<file path="src/rtl/rxd_packetizer.sv">
// rtl/rxd_packetizer.sv - frames debug words into header+payload packets for the stream FIFO RX port (optional idle flush: RXD_PKT_TIMEOUT_EN)
module rxd_packetizer #(
    parameter int MAX_WORDS = 16,
    parameter int TIMEOUT   = 1024
) (
    input  logic        s_axi_aclk,
    input  logic        s_axi_aresetn,
    input  logic [31:0] in_tdata,
    input  logic        in_tvalid,
    output logic        in_tready,
    input  logic        in_tlast,
    output logic [31:0] axi_str_rxd_tdata,
    output logic        axi_str_rxd_tvalid,
    input  logic        axi_str_rxd_tready,
    output logic        axi_str_rxd_tlast,
    output logic        busy
);

    localparam int AW = $clog2(MAX_WORDS);
    localparam int CW = AW + 1;
    localparam logic [CW-1:0] FULL = CW'(MAX_WORDS);
    localparam logic [CW-1:0] ONE  = CW'(1);

    // Reject out-of-range configurations at elaboration time.
    if (MAX_WORDS < 2 || MAX_WORDS > 256 || (1 << AW) != MAX_WORDS ||
        TIMEOUT < 1 || TIMEOUT > 65535) begin : g_param_check
        $error("rxd_packetizer: parameter out of range");
    end

    typedef enum logic [1:0] {
        ST_FILL,
        ST_HDR,
        ST_DRAIN
    } state_t;

    state_t          state, state_nx;
    logic [CW-1:0]   count, count_nx;
    logic [AW-1:0]   rd, rd_nx;
    logic [7:0]      seq, seq_nx;
    logic            tready_nx;
    logic            tvalid_nx;
    logic            tlast_nx;
    logic [31:0]     tdata_nx;
    logic [31:0]     mem [MAX_WORDS];

    logic            accept;
    logic            out_hs;
    logic [CW-1:0]   count_inc;
    logic [AW-1:0]   rd_inc;

`ifdef RXD_PKT_TIMEOUT_EN
    logic [15:0]     idle, idle_nx;
`endif

    assign accept    = (state == ST_FILL) && in_tvalid && in_tready;
    assign out_hs    = axi_str_rxd_tvalid && axi_str_rxd_tready;
    assign count_inc = count + ONE;
    assign rd_inc    = rd + 1'b1;

    // Payload buffer write; contents need no reset since count gates every read.
    always_ff @(posedge s_axi_aclk) begin
        if (accept) begin
            mem[count[AW-1:0]] <= in_tdata;
        end
    end

    // State, counters and registered outputs.
    always_ff @(posedge s_axi_aclk or negedge s_axi_aresetn) begin
        if (!s_axi_aresetn) begin
            state              <= ST_FILL;
            count              <= '0;
            rd                 <= '0;
            seq                <= '0;
            in_tready          <= 1'b0;
            axi_str_rxd_tvalid <= 1'b0;
            axi_str_rxd_tlast  <= 1'b0;
            axi_str_rxd_tdata  <= '0;
            busy               <= 1'b0;
`ifdef RXD_PKT_TIMEOUT_EN
            idle               <= '0;
`endif
        end else begin
            state              <= state_nx;
            count              <= count_nx;
            rd                 <= rd_nx;
            seq                <= seq_nx;
            in_tready          <= tready_nx;
            axi_str_rxd_tvalid <= tvalid_nx;
            axi_str_rxd_tlast  <= tlast_nx;
            axi_str_rxd_tdata  <= tdata_nx;
            busy               <= (state_nx != ST_FILL);
`ifdef RXD_PKT_TIMEOUT_EN
            idle               <= idle_nx;
`endif
        end
    end

    // Next-state logic and next values of every output register.
    always_comb begin
        state_nx  = state;
        count_nx  = count;
        rd_nx     = rd;
        seq_nx    = seq;
        tready_nx = in_tready;
        tvalid_nx = axi_str_rxd_tvalid;
        tlast_nx  = axi_str_rxd_tlast;
        tdata_nx  = axi_str_rxd_tdata;
`ifdef RXD_PKT_TIMEOUT_EN
        idle_nx   = idle;
`endif
        unique case (state)
            ST_FILL: begin
                tready_nx = 1'b1;
                if (accept) begin
                    count_nx = count_inc;
                    if (count_inc == FULL || in_tlast) begin
                        state_nx  = ST_HDR;
                        tready_nx = 1'b0;
                    end
                end
`ifdef RXD_PKT_TIMEOUT_EN
                // Idle cycles are counted only while something is buffered;
                // leaving on the cycle the count would hit TIMEOUT puts the
                // header on the bus TIMEOUT+1 edges after the last accept.
                if (accept) begin
                    idle_nx = '0;
                end else if (count != '0) begin
                    if (idle + 16'd1 == 16'(TIMEOUT)) begin
                        idle_nx   = '0;
                        state_nx  = ST_HDR;
                        tready_nx = 1'b0;
                    end else begin
                        idle_nx = idle + 16'd1;
                    end
                end
`endif
            end
            ST_HDR: begin
                // Header is loaded one cycle after entry, then held until taken.
                if (!axi_str_rxd_tvalid) begin
                    tvalid_nx = 1'b1;
                    tlast_nx  = 1'b0;
                    tdata_nx  = {8'hA5, seq, 16'(count)};
                end else if (out_hs) begin
                    state_nx = ST_DRAIN;
                    rd_nx    = '0;
                    tdata_nx = mem[0];
                    tlast_nx = (count == ONE);
                end
            end
            ST_DRAIN: begin
                if (out_hs) begin
                    if (axi_str_rxd_tlast) begin
                        state_nx  = ST_FILL;
                        count_nx  = '0;
                        seq_nx    = seq + 8'd1;
                        tvalid_nx = 1'b0;
                        tlast_nx  = 1'b0;
                        tready_nx = 1'b1;
                    end else begin
                        rd_nx    = rd_inc;
                        tdata_nx = mem[rd_inc];
                        tlast_nx = (CW'(rd_inc) == count - ONE);
                    end
                end
            end
            default: begin
                state_nx = ST_FILL;
            end
        endcase
    end

endmodule

</file>
<file path="config.mk">
export PLATFORM = sky130hd
export DESIGN_NAME = rxd_packetizer
export DESIGN_NICKNAME = d
export VERILOG_FILES = /design/src/rtl/rxd_packetizer.sv
export SDC_FILE = /design/constraint.sdc
export NUM_CORES = 1
export LEC_CHECK = 0
export BUFFER_PORTS_ARGS = -buffer_cell sky130_fd_sc_hd__buf_2
export CORE_AREA = 2 2 302 155
export CTS_BUF_LIST = sky130_fd_sc_hd__clkbuf_8 sky130_fd_sc_hd__clkbuf_16
export DETAILED_ROUTE_END_ITERATION = 10
export DIE_AREA = 0 0 304 157
export GPL_ROUTABILITY_DRIVEN = 0
export PLACE_DENSITY = 0.75
export SETUP_SLACK_MARGIN = 0.2
export SLEW_MARGIN = 0
export SYNTH_ARGS = -nofsm -noshare
export SYNTH_HDL_FRONTEND = slang
export SYNTH_SLANG_ARGS = --single-unit
</file>
<file path="constraint.sdc">
create_clock -name s_axi_aclk -period 9.79 [get_ports s_axi_aclk]
set_input_delay 0.979 -clock s_axi_aclk [delete_from_list [all_inputs] [get_ports s_axi_aclk]]
set_output_delay 0.979 -clock s_axi_aclk [all_outputs]
set_load 0.005 [all_outputs]
</file>
==> run_results.csv, run 1 <==
group,metric,value,unit
outcome,status,"finished, final reports clean",
setup_path,ff2ff_path_depth,5,
synth,synth_nets,1160,
synth,synthDominantCellAreaShare,68.9,%
min_path,holdPathStages,1,
drt,drc,0,
drt,drt_iter0_drc,1490,
sta,layout_min_cycle_time,3.39,ns
drt,first_pass_iters,5,
setup_path,crit_path_start_kind,"register",
drt,num_vias,11600,
synth,async_flop_share,9.70,%
setup_path,critPathLaunch,"state[0]$_DFF_PN0_",
setup_path,critPathMaxStageDelay,1.06,ns
floorplanning,start_util,49.8,%
min_path,hp-class,"register to register",
sta,finalHoldViolCount,0,
drt,wl_met1,19900,um
setup_path,slowest_stage,"nor3_2",
grt,grt_pass1_vias,12000,
setup_path,critPathArrivalTime,3.62,ns
final_layout,layout.nets,1249,
clocking,clk_latency,0.57,ns
drt,top_layer_used,"met4",
clocking,cts_num_sinks,567,
min_path,hold_start,"seq[7]$_DFFE_PN0P_",
power,ir_drop,0.000188,V
setup_path,path_class,"register to register",
clocking,cts_resized,0,
synth,synth_edf_count,512,
placed_design,io_buffer_count,72,
power,p_leak,8.28,nW
synth,netlist_instances,1116,
synth,netlist_top_cells_count,"edfxtp_1, mux4_2, a21oi_1, dfrtp_1",
setup_path,cp.required,10.02,ns
drt,postRouteWirelength,50500,um
sta,max_freq,0.295,GHz
floorplanning,die_w,304,um
clocking,numCtsBuffers,50,
drt,wl_met2,25000,um
power,power.total,7.39,mW
placed_design,hpwl,26700,um
synth,synth_area,22300,sq um
drt,viasPerCell,6.27,
floorplanning,die-area,47700,sq um
clocking,cts_root_buf,"clkbuf_16",
sta,relSlewSlack,11.2,%
setup_path,r2r_start,"state[0]$_DFF_PN0_",
job,max-cap-violations,0,
clocking,hold_buffers,0,
sta,finalSetupViolCount,0,
synth,ys_ff_latch,567,
sta,skew,0.0188,ns
final_layout,fillers,3212,
synth,synthTopCellsByArea,"edfxtp_1, mux4_2, dfrtp_1",
floorplanning,ios,73,
synth,yosysTopAreaCell,"edfxtp_1",
setup_path,cp_cell_sequence,"nor2_1 > and3_1 > nand2_1 > nor3_2 > buf_4",
grt,grt-ovfl-total,0,
clocking,h-tree-depth,2,
floorplanning,core_area,44800,sq um
floorplanning,die_h,157,um
synth,synth_ff_type,"edfxtp_1",
grt,track_usage,21.4,%
final_layout,drive_gt1_share,25.3,%
clocking,cts_buffer_depth,3,
drt,dr_wl_met3,4400,um
sta,timing.setup.tns,0,ns
synth,yosysSeqAreaShare,75.1,%
synth,synth.most_common_cell,"edfxtp_1",
sta,final_max_slew_viol_count,0,
clocking,clk_pin_slew,0.07,ns
drt,wl_per_cell,27.4,um
power,p_per_area,296,nW/um^2
final_layout,syn_to_final_growth,12.1,%
setup_path,cp_max_fo,20,
grt,antenna_found_initial,1,
clocking,cts_tree,"yes",
grt,grt_max_degree,114,
clocking,post_cts_buffers,0,
sta,worst_pin_slew,1.32,ns
synth,syn_avg_cell_area,20.0,sq um
sta,hold_ws,0.477,ns
grt,grt_pass1_wl,75700,um
synth,yosys_warnings,0,
sta,layout_worst_path_cycle_share,34.6,%
sta,rsz0062_at_grt,"no",
synth,yosysUniqueCellTypes,57,
drt,ant_nets,0,
setup_path,endpoint_kind,"register",
floorplanning,placementRows,55,
## metal layers
| metal | up-vias | track usage (%) |
|---|---|---|
| met5 | - | 0 |
| li1 | 4812 | - |
| met3 | 95 | 4.12 |
| met1 | 6043 | 28.6 |
| met4 | 0 | 6.63 |
| met2 | 618 | 36.0 |
## cells by family (layout without fill, tap and decap cells)
family,Yosys count,in the layout,share of synthesized area [%]
flops,567,567,75.1
compound gates,168,168,5.16
simple gates,156,156,3.47
mux,130,130,13.3
buf+inv,72,201,1.95
xor+xnor,16,16,0.662
fa+ha+maj,7,7,0.393
other cells,0,1,0
## power breakdown
group / internal, mW / switching (mW) / total (mW)
clock network: 1.09 / 0.835 / 1.93
logic: 1.04 / 1.37 / 2.41
registers: 2.86 / 0.199 / 3.06
total: 4.99 / 2.40 / 7.39
## path summary, 6_finish.rpt
kind                                                endpoint  slack [ns]
max in group asynchronous                  rd[0]$_DFFE_PN0P_        8.50
hold reg to reg                           seq[7]$_DFFE_PN0P_        0.48
setup reg to reg                        mem[0][10]$_DFFE_PP_        6.40
min in group asynchronous  axi_str_rxd_tdata[21]$_DFFE_PN0P_        0.62
setup / recovery                        mem[0][10]$_DFFE_PP_        6.40
hold / removal                            seq[7]$_DFFE_PN0P_        0.48
## sequential cells by signal (all words and copies together), names as in the netlist
signal              cells
axi_str_rxd_tdata      32
axi_str_rxd_tlast       1
axi_str_rxd_tvalid      1
busy                    1
count                   5
in_tready               1
mem                   512
rd                      4
seq                     8
state                   2
## worst max-delay path: cells and delay by family (launching register included)
kind / cells / cell delay, ns
simple gates: 4 / 1.99
flops: 1 / 0.52
buf+inv: 1 / 0.51
## layout by cell type (no fill, tap or decap), drive strengths merged, types with 3 or more instances in the layout
master,count
edfxtp,512
mux4,128
buf,101
clkbuf,60
a21oi,58
dfrtp,55
nor2,38
nand2,37
a211oi,28
inv,24
nor2b,19
nand3,18
o21ai,18
a222oi,17
o22ai,15
o311ai,15
and2,13
clkinv,13
nor3,11
xnor2,9
xor2,7
ha,7
nand4,5
nand2b,4
a22oi,4
bufinv,3
## metrics by stage
| step | setup WS (ns) | area (sq um) | util, % | std cells |
|---|---|---|---|---|
| 2_1_floorplan | 5.57 | 22300 | - | 1116 |
| 3_3_place_gp | 6.24 | 23400 | 52.2 | 1751 |
| 3_5_place_dp | 6.19 | 23400 | 52.2 | 1751 |
| 4_1_cts | 6.46 | 25000 | 55.8 | 1843 |
| 5_1_grt | 6.22 | 25000 | 55.8 | 1844 |
| 6_report | 6.40 | 25000 | 55.8 | 1844 |
## layout make-up
class	instances	area (sq um)	area share (%)
diodes	1	2.50	0.0100
clock buffers	60	1400	5.60
clock inverters	32	220	0.881
inverters	8	30.0	0.120
multi-input cells	477	5260	21.0
flip-flops and latches	567	16800	67.0
well taps	598	748	2.99
repair buffers	101	591	2.36
Power figures use the tool's default switching activity.
==> run 2: changes to the inputs <==
--- a/config.mk
+++ b/config.mk
@@ -11,7 +11,7 @@
 export DETAILED_ROUTE_END_ITERATION = 10
 export DIE_AREA = 0 0 304 157
 export GPL_ROUTABILITY_DRIVEN = 0
-export PLACE_DENSITY = 0.75
+export PLACE_DENSITY = 0.77
 export SETUP_SLACK_MARGIN = 0.2
 export SLEW_MARGIN = 0
 export SYNTH_ARGS = -nofsm -noshare
==> constraint.sdc (replaced) <==
create_clock -name s_axi_aclk -period 3.1 [get_ports s_axi_aclk]
set_input_delay 0.31 -clock s_axi_aclk [delete_from_list [all_inputs] [get_ports s_axi_aclk]]
set_output_delay 0.31 -clock s_axi_aclk [all_outputs]
set_load 0.005 [all_outputs]
==> run_results.csv, run 2 (synthesis gave the netlist of run 1 again) <==
group,metric,value,unit
floorplanning,die_h,157,um
grt,track_usage,21.5,%
clocking,clk_pin_slew,0.07,ns
min_path,hp-class,"input pin to register",
grt,antenna_found_initial,3,
clocking,clk_latency,0.58,ns
placed_design,hpwl,29500,um
clocking,numCtsBuffers,49,
power,ir_drop,0.000630,V
sta,skew,0.0109,ns
placed_design,io_buffer_count,72,
setup_path,slowest_stage,"a222oi_1",
floorplanning,ios,73,
final_layout,largest_reg_flops,512,
floorplanning,die-area,47700,sq um
power,p_leak,8.40,nW
floorplanning,start_util,49.8,%
setup_path,crit_family,"compound AO/OA/AOI/OAI gates",
clocking,cts_num_sinks,567,
drt,viasPerCell,6.31,
clocking,post_cts_buffers,0,
grt,grt_pass1_vias,12200,
job,max-cap-violations,0,
drt,postRouteWirelength,51100,um
sta,layout_worst_path_cycle_share,84.7,%
setup_path,cp.required,3.54,ns
setup_path,cp_cell_sequence,"ha_4 > buf_12 > mux4_2 > a222oi_1 > a21oi_1",
clocking,h-tree-depth,2,
setup_path,critPathMaxStageDelay,0.60,ns
floorplanning,placementRows,55,
floorplanning,core_area,44800,sq um
sta,finalHoldViolCount,0,
drt,drc,0,
clocking,cts_tree,"yes",
final_layout,drive_gt1_share,26.8,%
sta,finalSetupViolCount,0,
power,p_per_area,940,nW/um^2
clocking,cts_root_buf,"clkbuf_16",
final_layout,syn_to_final_growth,13.6,%
setup_path,crit_buf_inv,1,
sta,relSlewSlack,21.7,%
sta,worst_pin_slew,1.17,ns
floorplanning,die_w,304,um
setup_path,path_class,"register to register",
sta,max_freq,0.381,GHz
final_layout,layout_commonest_cell,"edfxtp_1",
sta,timing.setup.tns,0,ns
outcome,status,"finished, final reports clean",
sta,rsz0062_at_grt,"no",
sta,final_max_slew_viol_count,0,
final_layout,most-common-layout-cells,"edfxtp_1, mux4_2, buf_2, a21oi_1, dfrtp_1",
grt,grt_pass1_wl,76200,um
final_layout,layout.nets,1269,
grt,grt-ovfl-total,0,
setup_path,endpoint_kind,"register",
drt,first_pass_iters,8,
setup_path,crit_path_start_kind,"register",
setup_path,critPathArrivalTime,3.06,ns
drt,drt_iter0_drc,1571,
clocking,cts_buffer_depth,3,
final_layout,fillers,3113,
placed_design,place_area,23700,sq um
grt,grt_max_degree,50,
final_layout,design_area,25300,sq um
setup_path,cp_max_fo,41,
drt,ant_nets,0,
drt,num_vias,11800,
sta,layout_min_cycle_time,2.62,ns
drt,wl_per_cell,27.4,um
## run 2: cell types whose count changed in the layout (fill, tap and decap cells not counted)
cell / change
buf_12: +14
buf_4: +6
clkbuf_8: -3
clkinv_1: -2
clkinv_2: +7
clkinv_4: -2
clkinvlp_4: +2
diode_2: +1
dlygate4sd3_1: +1
inv_1: -2
nor3_2: -4
nor3_4: +4
## run 2: path summary, 6_finish.rpt
check	end	start	slack, ns	cells past startpoint
max	axi_str_rxd_tdata[19]$_DFFE_PN0P_	rd[0]$_DFFE_PN0P_	0.48	5
min	count[0]$_DFFE_PN0P_	in_tvalid	0.08	3
min reg2reg	seq[5]$_DFFE_PN0P_	seq[5]$_DFFE_PN0P_	0.51	1
min in group asynchronous	axi_str_rxd_tdata[26]$_DFFE_PN0P_	s_axi_aresetn	0.33	2
max in group asynchronous	axi_str_rxd_tdata[3]$_DFFE_PN0P_	s_axi_aresetn	1.95	3
max reg2reg	axi_str_rxd_tdata[19]$_DFFE_PN0P_	rd[0]$_DFFE_PN0P_	0.48	5
## run 2: final cells by class
| class | count | area (sq um) | area share, % |
|---|---|---|---|
| flip-flops and latches | 567 | 16800 | 66.1 |
| clock buffers | 57 | 1360 | 5.36 |
| clock inverters | 35 | 238 | 0.938 |
| well taps | 598 | 748 | 2.95 |
| inverters | 8 | 30.0 | 0.119 |
| multi-input cells | 477 | 5280 | 20.8 |
| repair buffers | 122 | 926 | 3.65 |
| diodes | 2 | 5.00 | 0.0198 |
## run 2: what timing repair did
action | in CTS | in global routing
resized for setup | 0 | 0
hold endpoints to repair | 26 | 0
hold buffers | 1 | 0
## run 2: tightest hold or removal path: stages
cell,delay (ns)
buf_2,0.11
nand3_1,0.11
o21ai_0,0.09
## run 2: metrics by stage
stage / utilization (%) / setup WS [ns] / std cells / power, mW / hold slack, ns
2_1_floorplan: - / 0.0948 / 1116 / 15.2 / 0.0144
3_3_place_gp: 53.0 / 0.584 / 1771 / 17.6 / 0.369
3_5_place_dp: 53.0 / 0.545 / 1771 / 17.8 / 0.385
4_1_cts: 56.6 / 0.532 / 1864 / 23.9 / 0.0559
5_1_grt: 56.6 / 0.403 / 1866 / 24.7 / 0.0847
6_report: 56.6 / 0.475 / 1866 / 23.8 / 0.0824
## run 2: metal layers
| metal | global-route usage, % | vias up | part of all wire (%) |
|---|---|---|---|
| met2 | 36.6 | 729 | 49 |
| met3 | 3.89 | 117 | 9.5 |
| met4 | 8.62 | 0 | 3.5 |
| met1 | 28.0 | 6081 | 38 |
| li1 | - | 4852 | - |
| met5 | 0 | - | 0 |
## run 2: where the power goes
group          switching (mW)  internal (mW)
Combinational            4.64           3.58
Clock                    2.67           3.37
Sequential              0.501           9.04
